### src/rtl/cmos_sync_decoder_if.sv
// Bundle for cmos_sync_decoder: deserializer lanes in, line-buffer stream and status out.
// The master drives the lanes, and the slave is the decoder.
interface cmos_sync_decoder_if;
  logic        relock;
  logic [11:0] ctrl_in;
  logic [11:0] data_in0;
  logic [11:0] data_in1;
  logic [11:0] data_in2;
  logic [11:0] data_in3;
  logic [11:0] data_in4;
  logic [11:0] data_in5;
  logic [11:0] data_in6;
  logic [11:0] data_in7;
  logic        fvals;
  logic        lvals;
  logic [11:0] datapar_out0;
  logic [11:0] datapar_out1;
  logic [11:0] datapar_out2;
  logic [11:0] datapar_out3;
  logic [11:0] datapar_out4;
  logic [11:0] datapar_out5;
  logic [11:0] datapar_out6;
  logic [11:0] datapar_out7;
  logic        locked;
  logic [11:0] line_cnt;
  logic        len_err;
  logic        proto_err;

  modport master (
    output relock, ctrl_in,
    output data_in0, data_in1, data_in2, data_in3,
    output data_in4, data_in5, data_in6, data_in7,
    input  fvals, lvals, locked, line_cnt, len_err, proto_err,
    input  datapar_out0, datapar_out1, datapar_out2, datapar_out3,
    input  datapar_out4, datapar_out5, datapar_out6, datapar_out7
  );

  modport slave (
    input  relock, ctrl_in,
    input  data_in0, data_in1, data_in2, data_in3,
    input  data_in4, data_in5, data_in6, data_in7,
    output fvals, lvals, locked, line_cnt, len_err, proto_err,
    output datapar_out0, datapar_out1, datapar_out2, datapar_out3,
    output datapar_out4, datapar_out5, datapar_out6, datapar_out7
  );
endinterface

### src/rtl/cmos_sync_decoder.sv
// Locks to the sensor training word and decodes control-lane sync codes into
// fvals/lvals and a zero-masked eight-lane pixel stream with lock and error status.
module cmos_sync_decoder #(
  parameter logic [11:0] CODE_TRAIN = 12'h055,
  parameter logic [11:0] CODE_SOF   = 12'hA01,
  parameter logic [11:0] CODE_SOL   = 12'hA02,
  parameter logic [11:0] CODE_EOL   = 12'hA04,
  parameter logic [11:0] CODE_EOF   = 12'hA08,
  parameter int          LOCK_CNT   = 16,
  parameter int          LINE_LEN   = 128
) (
  input logic                clk_rxg,
  input logic                rst_rx_n,
  cmos_sync_decoder_if.slave bus
);
  localparam int TRAIN_W = $clog2(LOCK_CNT + 1);

  typedef enum logic [1:0] {s_UNLOCK, s_IDLE, s_GAP, s_LINE} state_t;

  state_t               r_state;
  state_t               w_nextState;
  logic [11:0]          w_dataIn   [8];
  logic [11:0]          r_dataD1   [8];
  logic [11:0]          r_ctrlD1;
  logic [11:0]          r_dataOut  [8];
  logic [11:0]          w_dataNext [8];
  logic                 r_fvals, r_lvals, r_locked, r_lenErr, r_protoErr;
  logic                 w_fvalsNext, w_lvalsNext, w_lockedNext, w_lenErrNext, w_protoErrNext;
  logic [TRAIN_W-1:0]   r_trainCnt, w_trainCntNext;
  logic [11:0]          r_pixCnt, w_pixCntNext;
  logic [11:0]          r_lineCnt, w_lineCntNext;
  logic                 w_isTrain, w_isSof, w_isSol, w_isEol, w_isEof, w_isCode;
  logic                 w_timeout;

  assign w_dataIn[0] = bus.data_in0;
  assign w_dataIn[1] = bus.data_in1;
  assign w_dataIn[2] = bus.data_in2;
  assign w_dataIn[3] = bus.data_in3;
  assign w_dataIn[4] = bus.data_in4;
  assign w_dataIn[5] = bus.data_in5;
  assign w_dataIn[6] = bus.data_in6;
  assign w_dataIn[7] = bus.data_in7;

  assign w_isTrain = (r_ctrlD1 == CODE_TRAIN);
  assign w_isSof   = (r_ctrlD1 == CODE_SOF);
  assign w_isSol   = (r_ctrlD1 == CODE_SOL);
  assign w_isEol   = (r_ctrlD1 == CODE_EOL);
  assign w_isEof   = (r_ctrlD1 == CODE_EOF);
  assign w_isCode  = w_isTrain | w_isSof | w_isSol | w_isEol | w_isEof;
  // A pixel that would bring pix_cnt to 4095 without an end code ends the line.
  assign w_timeout = !w_isCode && (r_pixCnt == 12'hFFE);

  always_ff @(posedge clk_rxg or negedge rst_rx_n) begin
    if (!rst_rx_n) begin
      r_ctrlD1 <= '0;
      for (int n = 0; n < 8; n++) r_dataD1[n] <= '0;
    end else begin
      r_ctrlD1 <= bus.ctrl_in;
      for (int n = 0; n < 8; n++) r_dataD1[n] <= w_dataIn[n];
    end
  end

  always_ff @(posedge clk_rxg or negedge rst_rx_n) begin
    if (!rst_rx_n) r_state <= s_UNLOCK;
    else           r_state <= w_nextState;
  end

  always_comb begin
    w_nextState = r_state;
    if (bus.relock) begin
      w_nextState = s_UNLOCK;
    end else begin
      unique case (r_state)
        s_UNLOCK: if (w_isTrain && r_trainCnt == TRAIN_W'(LOCK_CNT - 1)) w_nextState = s_IDLE;
        s_IDLE:   if (w_isSof) w_nextState = s_LINE;
        s_LINE: begin
          if (w_isEol)        w_nextState = s_GAP;
          else if (w_isEof)   w_nextState = s_IDLE;
          else if (w_timeout) w_nextState = s_GAP;
        end
        s_GAP: begin
          if (w_isSol)      w_nextState = s_LINE;
          else if (w_isEof) w_nextState = s_IDLE;
        end
        default: w_nextState = s_UNLOCK;
      endcase
    end
  end

  // fvals and locked follow the state being entered, so they move on the decode edge.
  always_comb begin
    w_fvalsNext    = (w_nextState == s_LINE) || (w_nextState == s_GAP);
    w_lockedNext   = (w_nextState != s_UNLOCK);
    w_lvalsNext    = 1'b0;
    for (int n = 0; n < 8; n++) w_dataNext[n] = '0;
    w_trainCntNext = r_trainCnt;
    w_pixCntNext   = r_pixCnt;
    w_lineCntNext  = r_lineCnt;
    w_lenErrNext   = r_lenErr;
    w_protoErrNext = r_protoErr;
    if (bus.relock) begin
      w_trainCntNext = '0;
      w_pixCntNext   = '0;
    end else begin
      unique case (r_state)
        s_UNLOCK: begin
          w_trainCntNext = (w_isTrain && w_nextState == s_UNLOCK) ?
                           r_trainCnt + TRAIN_W'(1) : '0;
        end
        s_IDLE: begin
          if (w_isSof) begin
            w_pixCntNext   = '0;
            w_lineCntNext  = '0;
            w_lenErrNext   = 1'b0;
            w_protoErrNext = 1'b0;
          end
        end
        s_LINE: begin
          if (!w_isCode) begin
            w_lvalsNext  = 1'b1;
            for (int n = 0; n < 8; n++) w_dataNext[n] = r_dataD1[n];
            w_pixCntNext = r_pixCnt + 12'd1;
            if (w_timeout) w_protoErrNext = 1'b1;
          end else if (w_isEol || w_isEof) begin
            if (r_lineCnt != 12'hFFF) w_lineCntNext = r_lineCnt + 12'd1;
            if (r_pixCnt != 12'(LINE_LEN)) w_lenErrNext = 1'b1;
          end else if (w_isSof || w_isSol) begin
            w_protoErrNext = 1'b1;
          end
        end
        s_GAP: begin
          if (w_isSol)                 w_pixCntNext   = '0;
          else if (w_isSof || w_isEol) w_protoErrNext = 1'b1;
        end
        default: ;
      endcase
    end
  end

  always_ff @(posedge clk_rxg or negedge rst_rx_n) begin
    if (!rst_rx_n) begin
      r_fvals    <= 1'b0;
      r_lvals    <= 1'b0;
      r_locked   <= 1'b0;
      r_trainCnt <= '0;
      r_pixCnt   <= '0;
      r_lineCnt  <= '0;
      r_lenErr   <= 1'b0;
      r_protoErr <= 1'b0;
      for (int n = 0; n < 8; n++) r_dataOut[n] <= '0;
    end else begin
      r_fvals    <= w_fvalsNext;
      r_lvals    <= w_lvalsNext;
      r_locked   <= w_lockedNext;
      r_trainCnt <= w_trainCntNext;
      r_pixCnt   <= w_pixCntNext;
      r_lineCnt  <= w_lineCntNext;
      r_lenErr   <= w_lenErrNext;
      r_protoErr <= w_protoErrNext;
      for (int n = 0; n < 8; n++) r_dataOut[n] <= w_dataNext[n];
    end
  end

  assign bus.fvals        = r_fvals;
  assign bus.lvals        = r_lvals;
  assign bus.locked       = r_locked;
  assign bus.line_cnt     = r_lineCnt;
  assign bus.len_err      = r_lenErr;
  assign bus.proto_err    = r_protoErr;
  assign bus.datapar_out0 = r_dataOut[0];
  assign bus.datapar_out1 = r_dataOut[1];
  assign bus.datapar_out2 = r_dataOut[2];
  assign bus.datapar_out3 = r_dataOut[3];
  assign bus.datapar_out4 = r_dataOut[4];
  assign bus.datapar_out5 = r_dataOut[5];
  assign bus.datapar_out6 = r_dataOut[6];
  assign bus.datapar_out7 = r_dataOut[7];
endmodule
### src/flat_wrapper.sv
// flat-port wrapper written by rule: the top's interface ports become plain ports
module cmos_sync_decoder_flat 
#(
  parameter logic [11:0] CODE_TRAIN = 12'h055,
  parameter logic [11:0] CODE_SOF   = 12'hA01,
  parameter logic [11:0] CODE_SOL   = 12'hA02,
  parameter logic [11:0] CODE_EOL   = 12'hA04,
  parameter logic [11:0] CODE_EOF   = 12'hA08,
  parameter int          LOCK_CNT   = 16,
  parameter int          LINE_LEN   = 128
)
  (clk_rxg, rst_rx_n, bus_relock, bus_ctrl_in, bus_data_in0, bus_data_in1, bus_data_in2, bus_data_in3, bus_data_in4, bus_data_in5, bus_data_in6, bus_data_in7, bus_fvals, bus_lvals, bus_locked, bus_line_cnt, bus_len_err, bus_proto_err, bus_datapar_out0, bus_datapar_out1, bus_datapar_out2, bus_datapar_out3, bus_datapar_out4, bus_datapar_out5, bus_datapar_out6, bus_datapar_out7);
  cmos_sync_decoder_if bus_i ();
  input logic clk_rxg;
  input logic rst_rx_n;
  input wire logic [$bits(bus_i.relock)-1:0] bus_relock;
  input wire logic [$bits(bus_i.ctrl_in)-1:0] bus_ctrl_in;
  input wire logic [$bits(bus_i.data_in0)-1:0] bus_data_in0;
  input wire logic [$bits(bus_i.data_in1)-1:0] bus_data_in1;
  input wire logic [$bits(bus_i.data_in2)-1:0] bus_data_in2;
  input wire logic [$bits(bus_i.data_in3)-1:0] bus_data_in3;
  input wire logic [$bits(bus_i.data_in4)-1:0] bus_data_in4;
  input wire logic [$bits(bus_i.data_in5)-1:0] bus_data_in5;
  input wire logic [$bits(bus_i.data_in6)-1:0] bus_data_in6;
  input wire logic [$bits(bus_i.data_in7)-1:0] bus_data_in7;
  output wire logic [$bits(bus_i.fvals)-1:0] bus_fvals;
  output wire logic [$bits(bus_i.lvals)-1:0] bus_lvals;
  output wire logic [$bits(bus_i.locked)-1:0] bus_locked;
  output wire logic [$bits(bus_i.line_cnt)-1:0] bus_line_cnt;
  output wire logic [$bits(bus_i.len_err)-1:0] bus_len_err;
  output wire logic [$bits(bus_i.proto_err)-1:0] bus_proto_err;
  output wire logic [$bits(bus_i.datapar_out0)-1:0] bus_datapar_out0;
  output wire logic [$bits(bus_i.datapar_out1)-1:0] bus_datapar_out1;
  output wire logic [$bits(bus_i.datapar_out2)-1:0] bus_datapar_out2;
  output wire logic [$bits(bus_i.datapar_out3)-1:0] bus_datapar_out3;
  output wire logic [$bits(bus_i.datapar_out4)-1:0] bus_datapar_out4;
  output wire logic [$bits(bus_i.datapar_out5)-1:0] bus_datapar_out5;
  output wire logic [$bits(bus_i.datapar_out6)-1:0] bus_datapar_out6;
  output wire logic [$bits(bus_i.datapar_out7)-1:0] bus_datapar_out7;
  assign bus_i.relock = bus_relock;
  assign bus_i.ctrl_in = bus_ctrl_in;
  assign bus_i.data_in0 = bus_data_in0;
  assign bus_i.data_in1 = bus_data_in1;
  assign bus_i.data_in2 = bus_data_in2;
  assign bus_i.data_in3 = bus_data_in3;
  assign bus_i.data_in4 = bus_data_in4;
  assign bus_i.data_in5 = bus_data_in5;
  assign bus_i.data_in6 = bus_data_in6;
  assign bus_i.data_in7 = bus_data_in7;
  assign bus_fvals = bus_i.fvals;
  assign bus_lvals = bus_i.lvals;
  assign bus_locked = bus_i.locked;
  assign bus_line_cnt = bus_i.line_cnt;
  assign bus_len_err = bus_i.len_err;
  assign bus_proto_err = bus_i.proto_err;
  assign bus_datapar_out0 = bus_i.datapar_out0;
  assign bus_datapar_out1 = bus_i.datapar_out1;
  assign bus_datapar_out2 = bus_i.datapar_out2;
  assign bus_datapar_out3 = bus_i.datapar_out3;
  assign bus_datapar_out4 = bus_i.datapar_out4;
  assign bus_datapar_out5 = bus_i.datapar_out5;
  assign bus_datapar_out6 = bus_i.datapar_out6;
  assign bus_datapar_out7 = bus_i.datapar_out7;
  cmos_sync_decoder #(.CODE_TRAIN(CODE_TRAIN), .CODE_SOF(CODE_SOF), .CODE_SOL(CODE_SOL), .CODE_EOL(CODE_EOL), .CODE_EOF(CODE_EOF), .LOCK_CNT(LOCK_CNT), .LINE_LEN(LINE_LEN)) u_core (.clk_rxg(clk_rxg), .rst_rx_n(rst_rx_n), .bus(bus_i));
endmodule
### config.mk
export PLATFORM = sky130hd
export DESIGN_NAME = cmos_sync_decoder_flat
export DESIGN_NICKNAME = d
export VERILOG_FILES = /design/src/rtl/cmos_sync_decoder_if.sv /design/src/rtl/cmos_sync_decoder.sv /design/src/flat_wrapper.sv
export SDC_FILE = /design/constraint.sdc
export NUM_CORES = 1
export LEC_CHECK = 0
export ABC_AREA = 1
export CELL_PAD_IN_SITES_DETAIL_PLACEMENT = 1
export CELL_PAD_IN_SITES_GLOBAL_PLACEMENT = 2
export CORE_MARGIN = 2
export CORE_UTILIZATION = 33
export CTS_CLUSTER_SIZE = 16
export DETAILED_ROUTE_END_ITERATION = 8
export PLACE_DENSITY_LB_ADDON = 0.1
export SLEW_MARGIN = 25
export SYNTH_ARGS = -nofsm -noshare
export SYNTH_HDL_FRONTEND = slang
export SYNTH_SLANG_ARGS = --single-unit
### constraint.sdc
create_clock -name clk_rxg -period 3 [get_ports clk_rxg]
set_clock_uncertainty 0.05 [all_clocks]
set_input_delay 0.6 -clock clk_rxg [delete_from_list [all_inputs] [get_ports clk_rxg]]
set_output_delay 0.6 -clock clk_rxg [all_outputs]
set_load 0.005 [all_outputs]
==> out/qor.txt <==
Hold_buf cts: 0
Clk buf depth: 3
Minimum clock period: 2.28 ns
Finished Layout Cells: 1356
Layout cell share with drive strength beyond 1: 8.49%
Seq cells post-synth: 240
Top-area cell type share of the netlist area: 71.5%
Setup Viol. Count Final: 0
Post-synthesis net count: 877
Synthesized area: 8400 µm²
Worst slew pin tran: 0.654 ns
First-pass GRT wire length: 33100 µm
Dominant cells by area after synthesis: dfrtp_1 (71%), inv_1 (6.0%), nor2_1 (6.0%)
Yosys warns: 0
Starting Density: 33.5%
Postcts setup bufs: 0
PnR worst setup slack: 0.715 ns
CP startpoint kind: flip-flop
Power per cell area: 582 nW/µm²
Die Span Y: 164 µm
LEAKAGE: 5.84 nW
Avg Cell Area, Syn: 11.1 µm²
Critical Path RT: 3.39 ns
Antenna violations before repair: 1
Min-delay worst type: in -> async
Root buf cell: clkbuf_16
Register area share after synthesis: 71.5%
CTS tree: built
CP cell instances: ha_1 > buf_4 > and3_4 > nand2_4 > nor2_4 > clkinv_2 > buf_12 > nor2_1
R2r worst-path depth: 8
# IOs: 224
Row cnt: 58
Share of total power in sequential cells: 47.6%
Dpl ws: 0.529 ns
Fin Setup TNS: 0 ns
DP HPWL: 14000 µm
Routed WL per cell: 15.0 µm
Layout fillers: 2726
Pin count of the biggest net entering global routing: 85
Share of power burned in combinational logic: 3.9%
CP max FO: 63
Total Wirelength: 20300 µm
Int Pwr: 5.53 mW
I/O Buffers: 223
Finished Cell Area: 12000 µm²
Total die area: 26800 µm²
Post-synth ARST share: 100%
Slowest CP cell: dfrtp_1
Setup Crit Path Kind: reg -> reg
Placer Congestion: 0.721
Area growth, synth to finish: 43.3%
Post-CTS Resized: 0
Post-Place Cells: 1305
Grt total ovfl: 0
Peak supply drop: 502 µV
Vias per cell: 4.26
Worst Setup End Kind: flip-flop
Area after DPL: 11100 µm²
Max_cap viols: 0
Post-synthesis cell type count: 35
Clock H-tree levels: 1
Final #Nets: 1127
NetSw: 1.48 mW
Final ANT Viol Nets: 0
Crit path largest cell delay: 0.43 ns
Crit path DAT: 2.68 ns
DR vias: 5780
Max-slew violations: 0
Fin crit share: 76.2%
Fmax: 0.438 GHz
Drc violations: 0
Status: complete, no violations
Synth area leader: dfrtp_1
Cells after Synth: 755
Core Area: 25100 µm²
Net Sw Frac: 21.1%
Clock sink count: 240
RSZ-0062 raised after global routing: false
Final Hold Fails: 0
Most common cell after layout, fill and taps aside: dfrtp_1
Worst skew pair latency: 0.57 ns
Clock Pin Slew Worst Setup and Hold Paths: 0.06 ns
CTS Buf Count: 28
Clock power share: 48.5%
Slew margin rel.: 56.4%
Commonest non-fill, non-tap cells in the layout: dfrtp_1 (240), clkdlybuf4s50_1 (222), inv_1 (134), nor2_1 (134), nand2_1 (94)
Vias in the first global route: 6261
Die Width: 164 µm
Post-synth EDFFs: 0
Gr usage total: 15.7%
Pre-antenna DRT Iters: 4
Initial DRC count: 199
Prevailing post-synth register cell: dfrtp_1
## sequential cells by signal, summed over array words and instances, names as in the netlist, 12 cells and up
register                 flops
u_core.bus.line_cnt         12
u_core.bus.datapar_out5     12
u_core.bus.datapar_out4     12
u_core.bus.datapar_out0     12
u_core.r_ctrlD1             12
u_core.bus.datapar_out1     12
u_core.bus.datapar_out2     12
u_core.bus.datapar_out7     12
u_core.r_pixCnt             12
u_core.r_dataD1             96
u_core.bus.datapar_out6     12
u_core.bus.datapar_out3     12
## worst max-delay path: cells and delay by family (launching register included)
kind          cells  cell delay (ns)
fa+ha+maj         1             0.22
buf+inv           3             0.82
flops             1             0.43
simple gates      4             0.61
## cell usage after synthesis (7+ instances only)
library cell,number
a21oi_1,8
buf_2,11
dfrtp_1,240
ha_1,11
inv_1,134
inv_2,7
nand2_1,94
nand2_2,7
nand3_1,20
nand4_1,12
nor2_1,134
nor3_1,17
o21ai_1,11
xor2_1,10
## worst paths after layout
check	startpoint	slack (ns)	to
min in group clk_rxg	u_core.r_dataD1[44]	0.39	u_core.bus.datapar_out4[8]
worst min register to register	u_core.r_dataD1[44]	0.39	u_core.bus.datapar_out4[8]
max in group asynchronous	rst_rx_n	2.15	u_core.r_state[1]
worst max-delay path	u_core.r_state[0]	0.72	u_core.bus.datapar_out0[6]
worst max register to register	u_core.r_state[0]	0.72	u_core.bus.datapar_out0[6]
worst min-delay path	rst_rx_n	0.01	u_core.r_dataD1[33]
## stage by stage
stage / power [mW] / util (%) / hold slack, ns
after global placement: 3.66 / 44.2 / 0.399
after global routing: 7.30 / 48.0 / 0.0440
after detailed placement: 3.67 / 44.2 / 0.411
final: 7.01 / 48.0 / 0.00974
after floorplan: 3.43 / - / 0.254
after CTS: 7.13 / 47.9 / 0.0182
## power by group through the flow
stage	Clock, mW	Combinational, mW	Sequential, mW
finish	3.40	0.273	3.33
global placement	0	0.276	3.39
global route	3.65	0.309	3.34
CTS	3.52	0.285	3.33
detailed placement	0	0.282	3.39
floorplan	0	0.0480	3.39
## routing by layer
metal | up-vias | share of wire, % | track usage [%]
met4 | 0 | 2.3 | 4.47
li1 | 2763 | - | -
met3 | 34 | 11 | 7.39
met1 | 2837 | 40 | 18.6
met2 | 146 | 47 | 25.5
met5 | - | 0 | 0
## area by class of cell
type	instances	area, µm²	area share [%]
Antenna cell	1	2.50	0.0208
Clock buffer	41	820	6.81
Clock inverter	9	126	1.05
Inverter	142	534	4.44
Multi-Input combinational cell	357	1770	14.7
Sequential cell	240	6010	49.9
Tap cell	330	413	3.43
Timing Repair Buffer	236	2370	19.7
## cell families (layout without fill, tap and decap cells)
group                      count (synthesis)  in the layout  share of synthesized area [%]
DFF                                      240            240                           71.5
and+or+nand+nor                          302            302                           15.8
xor gates and xnor gates                  14             14                           1.46
buffers and inverters                    158            428                           7.49
other                                      0              1                              0
adders and majority gates                 11             11                           1.64
AOI/OAI and AO/OA                         30             30                           2.17
Power figures use the tool's default switching activity.
